==> src/rtl/hazard_controller_if.sv <==
// Control bundle between the pipeline datapath (master) and the hazard controller (slave).
// The datapath drives the D-stage decode fields and branch outcome; the controller drives the stall, flush and forward controls.
interface hazard_controller_if;
    logic [4:0] d_rs1;
    logic [4:0] d_rs2;
    logic [4:0] d_rd;
    logic       d_reg_write;
    logic       d_is_load;
    logic       d_is_multicycle;
    logic       d_is_jump;
    logic       d_valid;
    logic       e_take_branch;

    logic       f_stall;
    logic       d_stall;
    logic       d_flush;
    logic       e_stall;
    logic       e_flush;
    logic       m_flush;
    logic [1:0] e_forward_a;
    logic [1:0] e_forward_b;
    logic       e_pc_src;

    modport master (
        output d_rs1, d_rs2, d_rd, d_reg_write, d_is_load, d_is_multicycle,
               d_is_jump, d_valid, e_take_branch,
        input  f_stall, d_stall, d_flush, e_stall, e_flush, m_flush,
               e_forward_a, e_forward_b, e_pc_src
    );

    modport slave (
        input  d_rs1, d_rs2, d_rd, d_reg_write, d_is_load, d_is_multicycle,
               d_is_jump, d_valid, e_take_branch,
        output f_stall, d_stall, d_flush, e_stall, e_flush, m_flush,
               e_forward_a, e_forward_b, e_pc_src
    );
endinterface

==> src/rtl/hazard_controller.sv <==
// Hazard and sequencing controller for the 5-stage core: shadows E/M/W destination state and
// produces forwarding selects, load-use stalls, redirect flushes and multi-cycle Execute stalls.
module hazard_controller #(
    parameter int MC_LATENCY = 4
) (
    input  logic                clk,
    input  logic                reset,
    hazard_controller_if.slave  hz
);
    localparam int             CW      = $clog2(MC_LATENCY) + 1;
    localparam logic [CW-1:0]  MC_LAST = CW'(MC_LATENCY - 1);

    logic [4:0]    r_e_rs1, r_e_rs2, r_e_rd;
    logic          r_e_reg_write, r_e_load, r_e_mc, r_e_jump, r_e_valid;
    logic [4:0]    r_m_rd;
    logic          r_m_reg_write, r_m_load;
    logic [4:0]    r_w_rd;
    logic          r_w_reg_write;
    logic [CW-1:0] r_mc_count;

    logic w_busy, w_redirect, w_load_use;
    logic w_f_stall, w_d_stall, w_d_flush, w_e_stall, w_e_flush, w_m_flush, w_pc_src;
    logic [1:0] w_fwd_a, w_fwd_b;

    always_ff @(posedge clk) begin
        if (reset) begin
            r_e_rs1       <= '0;
            r_e_rs2       <= '0;
            r_e_rd        <= '0;
            r_e_reg_write <= 1'b0;
            r_e_load      <= 1'b0;
            r_e_mc        <= 1'b0;
            r_e_jump      <= 1'b0;
            r_e_valid     <= 1'b0;
            r_mc_count    <= '0;
            r_m_rd        <= '0;
            r_m_reg_write <= 1'b0;
            r_m_load      <= 1'b0;
            r_w_rd        <= '0;
            r_w_reg_write <= 1'b0;
        end else begin
            // A held multi-cycle op counts the cycles it has already spent in E.
            if (w_e_stall) begin
                r_mc_count <= r_mc_count + CW'(1);
            end else if (w_e_flush) begin
                r_e_rs1       <= '0;
                r_e_rs2       <= '0;
                r_e_rd        <= '0;
                r_e_reg_write <= 1'b0;
                r_e_load      <= 1'b0;
                r_e_mc        <= 1'b0;
                r_e_jump      <= 1'b0;
                r_e_valid     <= 1'b0;
                r_mc_count    <= '0;
            end else begin
                r_e_rs1       <= hz.d_rs1;
                r_e_rs2       <= hz.d_rs2;
                r_e_rd        <= hz.d_rd;
                r_e_reg_write <= hz.d_reg_write;
                r_e_load      <= hz.d_is_load;
                r_e_mc        <= hz.d_is_multicycle;
                r_e_jump      <= hz.d_is_jump;
                r_e_valid     <= hz.d_valid;
                r_mc_count    <= '0;
            end

            if (w_m_flush) begin
                r_m_rd        <= '0;
                r_m_reg_write <= 1'b0;
                r_m_load      <= 1'b0;
            end else begin
                r_m_rd        <= r_e_rd;
                r_m_reg_write <= r_e_reg_write;
                r_m_load      <= r_e_load;
            end

            r_w_rd        <= r_m_rd;
            r_w_reg_write <= r_m_reg_write;
        end
    end

    assign w_busy     = r_e_valid & r_e_mc & (r_mc_count < MC_LAST);
    assign w_redirect = r_e_valid & ~w_busy & (r_e_jump | hz.e_take_branch);
    assign w_load_use = r_e_valid & r_e_load & (r_e_rd != 5'd0) & hz.d_valid &
                        ((hz.d_rs1 == r_e_rd) | (hz.d_rs2 == r_e_rd));

    always_comb begin
        w_f_stall = 1'b0;
        w_d_stall = 1'b0;
        w_d_flush = 1'b0;
        w_e_stall = 1'b0;
        w_e_flush = 1'b0;
        w_m_flush = 1'b0;
        w_pc_src  = 1'b0;
        if (w_busy) begin
            w_f_stall = 1'b1;
            w_d_stall = 1'b1;
            w_e_stall = 1'b1;
            w_m_flush = 1'b1;
        end else if (w_redirect) begin
            w_pc_src  = 1'b1;
            w_d_flush = 1'b1;
            w_e_flush = 1'b1;
        end else if (w_load_use) begin
            w_f_stall = 1'b1;
            w_d_stall = 1'b1;
            w_e_flush = 1'b1;
        end
    end

    // Newest producer wins; x0 is hard-wired zero and never forwarded.
    function automatic logic [1:0] fwd_sel(input logic [4:0] src);
        if (r_m_reg_write && (r_m_rd != 5'd0) && (r_m_rd == src))
            return 2'b10;
        else if (r_w_reg_write && (r_w_rd != 5'd0) && (r_w_rd == src))
            return 2'b01;
        else
            return 2'b00;
    endfunction

    assign w_fwd_a = fwd_sel(r_e_rs1);
    assign w_fwd_b = fwd_sel(r_e_rs2);

    assign hz.f_stall     = w_f_stall;
    assign hz.d_stall     = w_d_stall;
    assign hz.d_flush     = w_d_flush;
    assign hz.e_stall     = w_e_stall;
    assign hz.e_flush     = w_e_flush;
    assign hz.m_flush     = w_m_flush;
    assign hz.e_pc_src    = w_pc_src;
    assign hz.e_forward_a = w_fwd_a;
    assign hz.e_forward_b = w_fwd_b;
endmodule
==> src/flat_wrapper.sv <==
// flat-port wrapper written by rule: the top's interface ports become plain ports
module hazard_controller_flat 
#(
    parameter int MC_LATENCY = 4
)
  (clk, reset, hz_d_rs1, hz_d_rs2, hz_d_rd, hz_d_reg_write, hz_d_is_load, hz_d_is_multicycle, hz_d_is_jump, hz_d_valid, hz_e_take_branch, hz_f_stall, hz_d_stall, hz_d_flush, hz_e_stall, hz_e_flush, hz_m_flush, hz_e_forward_a, hz_e_forward_b, hz_e_pc_src);
  hazard_controller_if hz_i ();
  input  logic clk;
  input  logic reset;
  input wire logic [$bits(hz_i.d_rs1)-1:0] hz_d_rs1;
  input wire logic [$bits(hz_i.d_rs2)-1:0] hz_d_rs2;
  input wire logic [$bits(hz_i.d_rd)-1:0] hz_d_rd;
  input wire logic [$bits(hz_i.d_reg_write)-1:0] hz_d_reg_write;
  input wire logic [$bits(hz_i.d_is_load)-1:0] hz_d_is_load;
  input wire logic [$bits(hz_i.d_is_multicycle)-1:0] hz_d_is_multicycle;
  input wire logic [$bits(hz_i.d_is_jump)-1:0] hz_d_is_jump;
  input wire logic [$bits(hz_i.d_valid)-1:0] hz_d_valid;
  input wire logic [$bits(hz_i.e_take_branch)-1:0] hz_e_take_branch;
  output wire logic [$bits(hz_i.f_stall)-1:0] hz_f_stall;
  output wire logic [$bits(hz_i.d_stall)-1:0] hz_d_stall;
  output wire logic [$bits(hz_i.d_flush)-1:0] hz_d_flush;
  output wire logic [$bits(hz_i.e_stall)-1:0] hz_e_stall;
  output wire logic [$bits(hz_i.e_flush)-1:0] hz_e_flush;
  output wire logic [$bits(hz_i.m_flush)-1:0] hz_m_flush;
  output wire logic [$bits(hz_i.e_forward_a)-1:0] hz_e_forward_a;
  output wire logic [$bits(hz_i.e_forward_b)-1:0] hz_e_forward_b;
  output wire logic [$bits(hz_i.e_pc_src)-1:0] hz_e_pc_src;
  assign hz_i.d_rs1 = hz_d_rs1;
  assign hz_i.d_rs2 = hz_d_rs2;
  assign hz_i.d_rd = hz_d_rd;
  assign hz_i.d_reg_write = hz_d_reg_write;
  assign hz_i.d_is_load = hz_d_is_load;
  assign hz_i.d_is_multicycle = hz_d_is_multicycle;
  assign hz_i.d_is_jump = hz_d_is_jump;
  assign hz_i.d_valid = hz_d_valid;
  assign hz_i.e_take_branch = hz_e_take_branch;
  assign hz_f_stall = hz_i.f_stall;
  assign hz_d_stall = hz_i.d_stall;
  assign hz_d_flush = hz_i.d_flush;
  assign hz_e_stall = hz_i.e_stall;
  assign hz_e_flush = hz_i.e_flush;
  assign hz_m_flush = hz_i.m_flush;
  assign hz_e_forward_a = hz_i.e_forward_a;
  assign hz_e_forward_b = hz_i.e_forward_b;
  assign hz_e_pc_src = hz_i.e_pc_src;
  hazard_controller #(.MC_LATENCY(MC_LATENCY)) u_core (.clk(clk), .reset(reset), .hz(hz_i));
endmodule
==> config.mk <==
export PLATFORM = sky130hd
export DESIGN_NAME = hazard_controller_flat
export DESIGN_NICKNAME = d
export VERILOG_FILES = /design/src/rtl/hazard_controller_if.sv /design/src/rtl/hazard_controller.sv /design/src/flat_wrapper.sv
export SDC_FILE = /design/constraint.sdc
export NUM_CORES = 1
export LEC_CHECK = 0
export ABC_AREA = 1
export CAP_MARGIN = 20
export CORE_UTILIZATION = 42
export CTS_CLUSTER_SIZE = 12
export DETAILED_ROUTE_END_ITERATION = 7
export GPL_TIMING_DRIVEN = 0
export PLACE_DENSITY = 0.67
export SYNTH_ARGS = -nofsm -noshare
export SYNTH_HDL_FRONTEND = slang
export SYNTH_SLANG_ARGS = --single-unit
==> constraint.sdc <==
create_clock -name clk -period 1.8 [get_ports clk]
set_input_delay 0.36 -clock clk [delete_from_list [all_inputs] [get_ports clk]]
set_output_delay 0.36 -clock clk [all_outputs]
set_load 0.02 [all_outputs]
; ---- Word level (Yosys, flattened, before mapping)
; Index checks and enable logic that the tools add are counted.
[word_totals]
regBits = 35
[op_classes]
add_sub_neg = 1
n_lt_le_gt_ge = 1
n_eq_ne = 6
mux = 20
n_bitwise = 12
reduce_logical = 11
[ops]
columns = cell, count
row1 = 5-bit equality test, 6
row2 = 1-bit 2-to-1 mux, 15
row3 = 5-bit 2-to-1 mux, 3
row4 = 5-bit nonzero test, 3
row5 = 1-bit bitwise AND, 8
row6 = 1-bit logical AND, 6
row7 = 2-bit 2-to-1 mux, 2
row8 = 2-bit OR reduction, 2
row9 = "3-bit by 1-bit adder with 3-bit output, second input constant", 1
row10 = "3-bit by 2-bit < comparator with 1-bit output, second input constant", 1
row11 = 1-bit NOT, 2
row12 = 1-bit bitwise OR, 2

; ---- Logic depth before layout (Yosys ltp)
; Gate-level depths: netlist of run 1.
[logic_depth]
depth_word = 8
ltp_mapped = 10

; ---- Least setup slack after synthesis of run 1
; OpenSTA, ideal clock, no wires.
[synth_path]
path_type = register to output
start = reg u_core.r_mc_count[2]
end = out hz_f_stall
arrival_time_ns = 1.501
t_required_ns = 1.440
setup_slack_ns = -0.061
stages_incl_launch_ff = 9
path_buffers = 2
path_cell_list = dfxtp_1 nor2_2 nand3_4 inv_6 or2_4 buf_6 inv_2 a21oi_2 buf_4
[synth_via]
elab_chain_cells = 7
[synth_lines]
columns = element, line_no
row1 = from (decl), hazard_controller.sv:19  ; logic [CW-1:0] r_mc_count;
row2 = from (signal assigned), hazard_controller.sv:44  ; r_mc_count <= r_mc_count + CW'(1);
row3 = 3-bit by 2-bit < comparator with 1-bit output *, hazard_controller.sv:82  ; assign w_busy = r_e_valid & r_e_mc & (r_mc_count < MC_LAST);
row4 = 1-bit bitwise AND *, hazard_controller.sv:82
row5 = 1-bit NOT, hazard_controller.sv:83  ; assign w_redirect = r_e_valid & ~w_busy & (r_e_jump | hz.e_take_branch);
row6 = 1-bit bitwise AND (2 in series), hazard_controller.sv:83
row7 = 1-bit 2-to-1 mux, -
row8 = 1-bit 2-to-1 mux *, -
row9 = to (decl), flat_wrapper.sv:19  ; output wire logic [$bits(hz_i.f_stall)-1:0] hz_f_stall;
; Every way passes the cells marked *; elsewhere a longest branch is shown, timed or not.

; ---- Worst setup path after layout of run 1
[layout_path]
start = reg u_core.r_e_rd[0]
end = out hz_f_stall
[layout_via]
elab_chain_cells = 7
[layout_lines]
columns = element, line_no
row1 = from (decl), hazard_controller.sv:13  ; logic [4:0] r_e_rs1, r_e_rs2, r_e_rd;
row2 = from (signal assigned), hazard_controller.sv:58  ; r_e_rd <= hz.d_rd;
row3 = 5-bit nonzero test, hazard_controller.sv:84  ; assign w_load_use = r_e_valid & r_e_load & (r_e_rd != 5'd0) & hz.d_valid &
row4 = 1-bit bitwise AND (2 in series), hazard_controller.sv:84
row5 = 1-bit bitwise AND *, hazard_controller.sv:84
row6 = 1-bit 2-to-1 mux *, hazard_controller.sv:104  ; end else if (w_load_use) begin
row7 = 1-bit 2-to-1 mux *, hazard_controller.sv:100  ; end else if (w_redirect) begin
row8 = 1-bit 2-to-1 mux *, hazard_controller.sv:95  ; if (w_busy) begin
; Marked as above.

==> results of run 1 <==
[critical path, cell delays in order, from the launching register on]
cell and delay [ps]:
dfxtp_4 370, nor2_1 100, nor2_1 50, nor2_1 120, nand3_1 100, nand2_2 100
nand2_4 90, a21oi_4 160, buf_6 110, buf_6 100
[final cells by class]
type	count	area, µm²	area share [%]
Multi-Input combinational cell	158	915	38.1
Sequential cell	35	731	30.5
Timing Repair Buffer	46	387	16.1
Inverter	30	128	5.32
Buffer	9	88.8	3.70
Clock buffer	6	82.6	3.44
Tap cell	50	62.6	2.61
Clock inverter	1	5.00	0.209
[timing repair]
item                                   CTS  global route
endpoints found under the hold margin    0             0
buffers inserted                        10             4
setup endpoints to repair               11             9
pin swaps                                7            13
gates resized for setup                 84            23
[synthesized netlist by cell type]
cell	instances	share of area [%]
nor2_8	1	1.1
buf_6	4	2.6
inv_2	6	1.3
inv_1	23	4.9
nand4_1	24	8.5
nor2_2	1	0.36
xnor2_1	15	7.5
a21oi_2	2	1.0
dfxtp_1	35	40
nand2_2	1	0.36
a21oi_1	2	0.57
o21ai_0	5	1.4
nor2_4	1	0.64
inv_6	1	0.50
buf_4	4	1.7
nand3_4	1	1.0
nor3_1	5	1.4
nand2_1	62	13
buf_2	2	0.57
or2_1	1	0.36
or2_4	1	0.50
nor2_1	24	5.1
xor2_1	8	4.0
nand3_1	3	0.85
ha_1	1	0.71
[state kept, by name (all words and copies together) (netlist names), 3 cells and up]
register / flops
u_core.r_m_rd: 5
u_core.r_e_rs1: 5
u_core.r_e_rd: 5
u_core.r_e_rs2: 5
u_core.r_w_rd: 5
u_core.r_mc_count: 3
[worst max-delay path by stage]
stage / end / slack, ps / depth (start not counted)
global route: hz_f_stall / -250 / 9
detailed placement: hz_f_stall / -930 / 12
floorplan: hz_f_stall / 6 / 8
global placement: hz_f_stall / -940 / 12
CTS: hz_f_stall / -210 / 11
finish: hz_f_stall / -150 / 9
[cell usage in the layout, fill, tap and decap left out, drive strengths merged]
cell / Yosys / routed
xor2: 8 / 8
clkdlybuf4s50: 0 / 10
buf: 10 / 32
nor3: 5 / 5
nand2: 63 / 63
clkinv: 0 / 1
xnor2: 15 / 15
ha: 1 / 1
nand4: 24 / 24
inv: 30 / 30
dlygate4sd2: 0 / 12
nand3: 4 / 4
nor2: 27 / 27
clkbuf: 0 / 7
a21oi: 4 / 4
dfxtp: 35 / 35
or2: 2 / 2
o21ai: 5 / 5
[stage by stage]
stage	instances	cell area, µm²	hold WS, ps
2_1_floorplan	233	1770	400
3_3_place_gp	315	2150	407
3_5_place_dp	315	2150	411
4_1_cts	332	2330	419
5_1_grt	335	2400	425
6_report	335	2400	420
[cell families (layout without fill, tap and decap cells)]
family / Yosys count / after routing / share of synthesized area (%)
and+or+nand+nor: 125 / 125 / 33.5
xor gates and xnor gates: 23 / 23 / 11.5
DFF: 35 / 35 / 39.8
AOI/OAI and AO/OA: 9 / 9 / 2.99
buffers and inverters: 40 / 92 / 11.5
adders and majority gates: 1 / 1 / 0.711
[report_power, final]
part	internal [W]	switching (W)	total, W
Combinational	0.000156	0.000150	0.000306
Clock	0.000300	0.000274	0.000574
Sequential	0.000820	0.0000470	0.000867
Total	0.00128	0.000470	0.00175
[layer usage]
metal  vias up  routed length, µm
li1        833                  -
met5         -                  0
met1       715               1890
met3         7                130
met2        36               1840
met4         0                 72
==> summary.txt, run 1 <==
Routing
  • Post-route DRC: 0
  • Drt total wl: 3930 µm
  • Vias: 1591
  • WL/cell: between 10 and 15 µm
  • Final ANT Viol Nets: 0
  • Vias per cell: approximately 4.7
  • Drt pass-1 iters: 4
  • Initial DRC count: 55

Floorplan
  • Starting density of the core: 44.0%
  • DIE AREA: between 4000 and 5000 µm²
  • Core area: around 4000 µm²
  • DIE HEIGHT: around 67 µm
  • Overall die width: 66.7 µm
  • IO Count: 34
  • Row count: 23

Flow run
  • Max-cap viol count: 0

Finish
  • Area delta synth->final: 36.3%
  • Share of cells above drive strength 1: 29.8%
  • Post-Route Utilization: 60.0%
  • Antenna Cells: 0
  • Fill count: 370
  • # nets final: 309

Global route
  • Number of global-route vias before repair: 1363
  • GRT busiest layer: met2
  • Largest net degree at the start of global routing: 11
  • Met1 Use GR: 25.2%
  • Remaining global-route overflow: 0
  • Met2 Use GR: around 30%
  • First-pass GRT wire length: a little over 6000 µm
  • Met3 usage: 3.77%
  • Antenna violations before repair: 0
  • GR Util All Layers: 19.0%

Synth
  • Post-synthesis sequential area ratio: 39.8%
  • Post-Synthesis Cells: 233
  • Syn nets: roughly 260
  • Syn Std Cell Area: 1760 µm²
  • Synth unique cells: 25
  • FF+latch count, synth: 35
  • Syn Area/Cell: 7.55 µm²
  • Yosys warns: 0

Critical path
  • CP Data Arrival Time: roughly 1600 ps
  • R2R Path Start: u_core.r_mc_count[1]
  • Crit Path Max Fanout: 5
  • Critical Path RT: 1440 ps
  • R2R Path End: u_core.r_e_rs2[4]
  • CP Launch Type: flop
  • Setup crit end kind: output pin
  • Reg2reg setup slack: about 300 ps
  • Setup Crit Path Kind: reg2out
  • Reg2Reg Depth: 9
  • CP Launch Point: u_core.r_e_rd[0]

Min path
  • Hold path cells: 2
  • Hold/Removal Path Class: in2reg
  • Hold endpoint: u_core.r_w_rd[2]
  • Min-delay src: reset

Pwr
  • Cell Pwr Density: around 730 nW/µm²
  • Leak: 1.17 nW
  • Worst IR Drop VDD: 0.448 mV
  • Total power: 0.00175 W

Place
  • Place WS: -934 ps
  • Detailed placement HPWL: 2860 µm
  • Gpl congestion: 0.843
  • Number of port buffers: 32

Status
  • Failing checks: negative setup slack
  • Status: complete, but fails checks

Clock network
  • CTS Hold Buffers Added: 0
  • Clock slew at reported path FFs: 70 ps
  • H-tree Lvls: 2
  • Cts bufs inserted: 5
  • Clk sinks: 35
  • CTS root buf: clkbuf_8
  • Worst-Skew Late Latency: 280 ps
  • CTS tree: built
  • Clock Path Buffers: 2

STA
  • Final Max Slew Viols: 0
  • Tmin final: about 2000 ps
  • Unrepaired setup endpoints after global routing: true
  • Worst Slack Setup Final: -151 ps
  • Slew HR: 81.9%
  • Fmax: between 0.5 and 0.6 GHz
  • TNS Setup: -335 ps
  • Final Hold Viols: 0
  • Worst Skew: 5.35 ps
  • Final setup violation count: 4
  • Measured slew at the worst slew-check pin: 272 ps
  • Final period util: 108%
Note: power is estimated with default switching activity, not from simulation.
==> run 2: changes to the inputs <==
--- a/config.mk
+++ b/config.mk
@@ -10,7 +10,7 @@
 export CORE_UTILIZATION = 42
 export CTS_CLUSTER_SIZE = 12
 export DETAILED_ROUTE_END_ITERATION = 7
-export GPL_TIMING_DRIVEN = 0
+export GPL_TIMING_DRIVEN = 1
 export PLACE_DENSITY = 0.67
 export SYNTH_ARGS = -nofsm -noshare
 export SYNTH_HDL_FRONTEND = slang
==> summary.txt, run 2 (synthesis results as in run 1) <==
Status
  • Status: complete, but fails checks (unchanged)
  • Failing checks: negative setup slack (unchanged)

STA
  • Unrepaired setup endpoints after global routing: true (unchanged)
  • Slew HR: 76.8% (was 81.9%)
  • TNS Setup: -285 ps (was -335 ps)
  • Fmax: 0.527 GHz (was 0.513 GHz)
  • Tmin final: 1900 ps (was 1950 ps)
  • Final setup violation count: 3 (was 4)
  • Worst Slack Setup Final: -97.7 ps (was -151 ps)
  • Final Max Slew Viols: 0 (unchanged)
  • Worst Skew: 8.90 ps (was 5.35 ps)
  • Final period util: 105% (was 108%)
  • Final Hold Viols: 0 (unchanged)
  • Measured slew at the worst slew-check pin: 347 ps (was 272 ps)

Floorplan
  • DIE HEIGHT: 66.7 µm (unchanged)
  • Overall die width: 66.7 µm (unchanged)
  • Row count: 23 (unchanged)
  • DIE AREA: 4450 µm² (unchanged)
  • Starting density of the core: 44.0% (unchanged)
  • IO Count: 34 (unchanged)
  • Core area: 4000 µm² (unchanged)

Clock network
  • H-tree Lvls: 2 (unchanged)
  • Clk sinks: 35 (unchanged)
  • CTS tree: built (unchanged)
  • CTS root buf: clkbuf_8 (unchanged)
  • Clock slew at reported path FFs: 70 ps (about the same)
  • Worst-Skew Late Latency: 290 ps (was 280 ps)
  • Clock Path Buffers: 2 (unchanged)
  • CTS Hold Buffers Added: 0 (unchanged)
  • Cts bufs inserted: 5 (unchanged)

Routing
  • Initial DRC count: 56 (was 55)
  • Routed wl met2: 2150 µm (was 1840 µm)
  • Drt total wl: 4300 µm (was 3930 µm)
  • Vias: 1688 (was 1591)
  • Max layer used: met4 (unchanged)
  • Drt pass-1 iters: 5 (was 4)
  • Wl on met1: 1820 µm (was 1890 µm)
  • Final ANT Viol Nets: 0 (unchanged)
  • Vias per cell: 4.82 (was 4.75)
  • Post-route DRC: 0 (unchanged)
  • DR WL met3: 174 µm (was 130 µm)
  • WL/cell: 12.3 µm (was 11.7 µm)

Critical path
  • Crit path to: hz_f_stall (unchanged)
  • Crit path largest cell delay: 360 ps (was 370 ps)
  • Setup Crit Path Kind: reg2out (unchanged)
  • Critical Path RT: 1440 ps (about the same)
  • Reg2reg setup slack: 110 ps (was 300 ps)
  • Reg2Reg Depth: 11 (was 9)
  • CP Launch Type: flop (unchanged)
  • CP Launch Point: u_core.r_e_rd[1] (was u_core.r_e_rd[0])
  • R2R Path End: u_core.r_m_rd[2] (was u_core.r_e_rs2[4])
  • Setup crit end kind: output pin (unchanged)
  • Most used cell, CP: buf_6 (was nor2_1)
  • CP Data Arrival Time: 1540 ps (was 1590 ps)
  • CP Cell Sequence: buf_6 > buf_6 > nor2_2 > nand4_1 > nand4_1 > inv_2 > nand2_4 > a21oi_4 > buf_6 (was nor2_1 > nor2_1 > nor2_1 > nand3_1 > nand2_2 > nand2_4 > a21oi_4 > buf_6 > buf_6)
  • Crit-path slowest cell: dfxtp_4 (unchanged)
  • R2R Path Start: u_core.r_e_rd[2] (was u_core.r_mc_count[1])
  • Crit Path Max Fanout: 4 (was 5)

Global route
  • Number of global-route vias before repair: 1600 (was 1363)
  • Largest net degree at the start of global routing: 20 (was 11)
  • Remaining global-route overflow: 0 (unchanged)
  • Antenna violations before repair: 0 (unchanged)
  • First-pass GRT wire length: 7110 µm (was 6100 µm)
  • GR Util All Layers: 21.9% (was 19.0%)

Place
  • Gpl congestion: 0.823 (was 0.843)
  • Placed cell areas: 2260 µm² (was 2150 µm²)
  • Number of port buffers: 33 (was 32)
  • Detailed placement HPWL: 2840 µm (was 2860 µm)
  • Dpl cells: 330 (was 315)
  • Place WS: -718 ps (was -934 ps)

Finish
  • # nets final: 324 (was 309)
  • Post-Route Utilization: 63.5% (was 60.0%)
  • Most common cell after layout, fill and taps aside: nand2_1 (unchanged)
  • Area delta synth->final: 44.3% (was 36.3%)
  • Antenna Cells: 0 (unchanged)
  • Non-filler instance count after layout: 350 (was 335)
  • Share of cells above drive strength 1: 36.3% (was 29.8%)
  • Post-Layout Inst Area: 2540 µm² (was 2400 µm²)
  • Leading cell types in the layout, fill and taps excluded: nand2_1, buf_4, nand4_1 (was nand2_1, nand4_1, nor2_1)
  • Fill count: 357 (was 370)

Pwr
  • Cell Pwr Density: 709 nW/µm² (was 728 nW/µm²)
  • Worst IR Drop VDD: 0.470 mV (was 0.448 mV)
  • Leak: 1.24 nW (was 1.17 nW)

Min path
  • Hold/Removal Path Class: reg2reg (was in2reg)

Flow run
  • Max-cap viol count: 0 (unchanged)
run 2: how the worst min path moves through the flow:
stage | start | endpoint | slack [ps] | depth (start not counted)
3_3_place_gp | u_core.r_m_reg_write | u_core.r_w_reg_write | 420 | 2
5_1_grt | u_core.r_m_reg_write | u_core.r_w_reg_write | 450 | 2
3_5_place_dp | u_core.r_m_reg_write | u_core.r_w_reg_write | 410 | 2
2_1_floorplan | u_core.r_m_reg_write | u_core.r_w_reg_write | 400 | 2
4_1_cts | u_core.r_m_reg_write | u_core.r_w_reg_write | 420 | 2
6_report | u_core.r_m_reg_write | u_core.r_w_reg_write | 440 | 2
run 2: layout make-up:
class | count | area (µm²) | share of cell area, %
Multi-Input combinational cell | 158 | 945 | 37.2
Sequential cell | 35 | 736 | 29.0
Timing Repair Buffer | 70 | 583 | 23.0
Inverter | 30 | 125 | 4.93
Clock buffer | 6 | 82.6 | 3.25
Tap cell | 50 | 62.6 | 2.46
Clock inverter | 1 | 5.00 | 0.197
run 2: layer usage:
layer / track usage, % / up-vias
met4: 11.7 / 0
met5: 0 / -
met3: 3.94 / 15
met1: 26.6 / 749
li1: - / 869
met2: 36.4 / 55
run 2: report_power, final:
group / internal, W / total, W / leakage (nW) / switching, W
Clock: 0.000300 / 0.000576 / 0.0470 / 0.000276
Combinational: 0.000192 / 0.000361 / 0.896 / 0.000169
Sequential: 0.000817 / 0.000864 / 0.295 / 0.0000466
Total: 0.00131 / 0.00180 / 1.24 / 0.000491
run 2: what timing repair did:
action                     CTS  global route
setup endpoints to repair   11            12
buffers inserted            13             2
pin swaps                   15            21
resized for setup           69            51
run 2: metrics by stage:
step           total power [W]  hold slack, ps
6_report               0.00180             441
5_1_grt                0.00189             455
4_1_cts                0.00176             424
3_5_place_dp           0.00118             413
3_3_place_gp           0.00117             420
2_1_floorplan          0.00104             400
run 2: worst max-delay path, delay by kind of cell, from the launching register on:
| family | cells | cell delay (ps) |
|---|---|---|
| AOI/OAI and AO/OA | 1 | 60 |
| and+or+nand+nor | 4 | 420 |
| buffers and inverters | 4 | 400 |
| DFF | 1 | 360 |
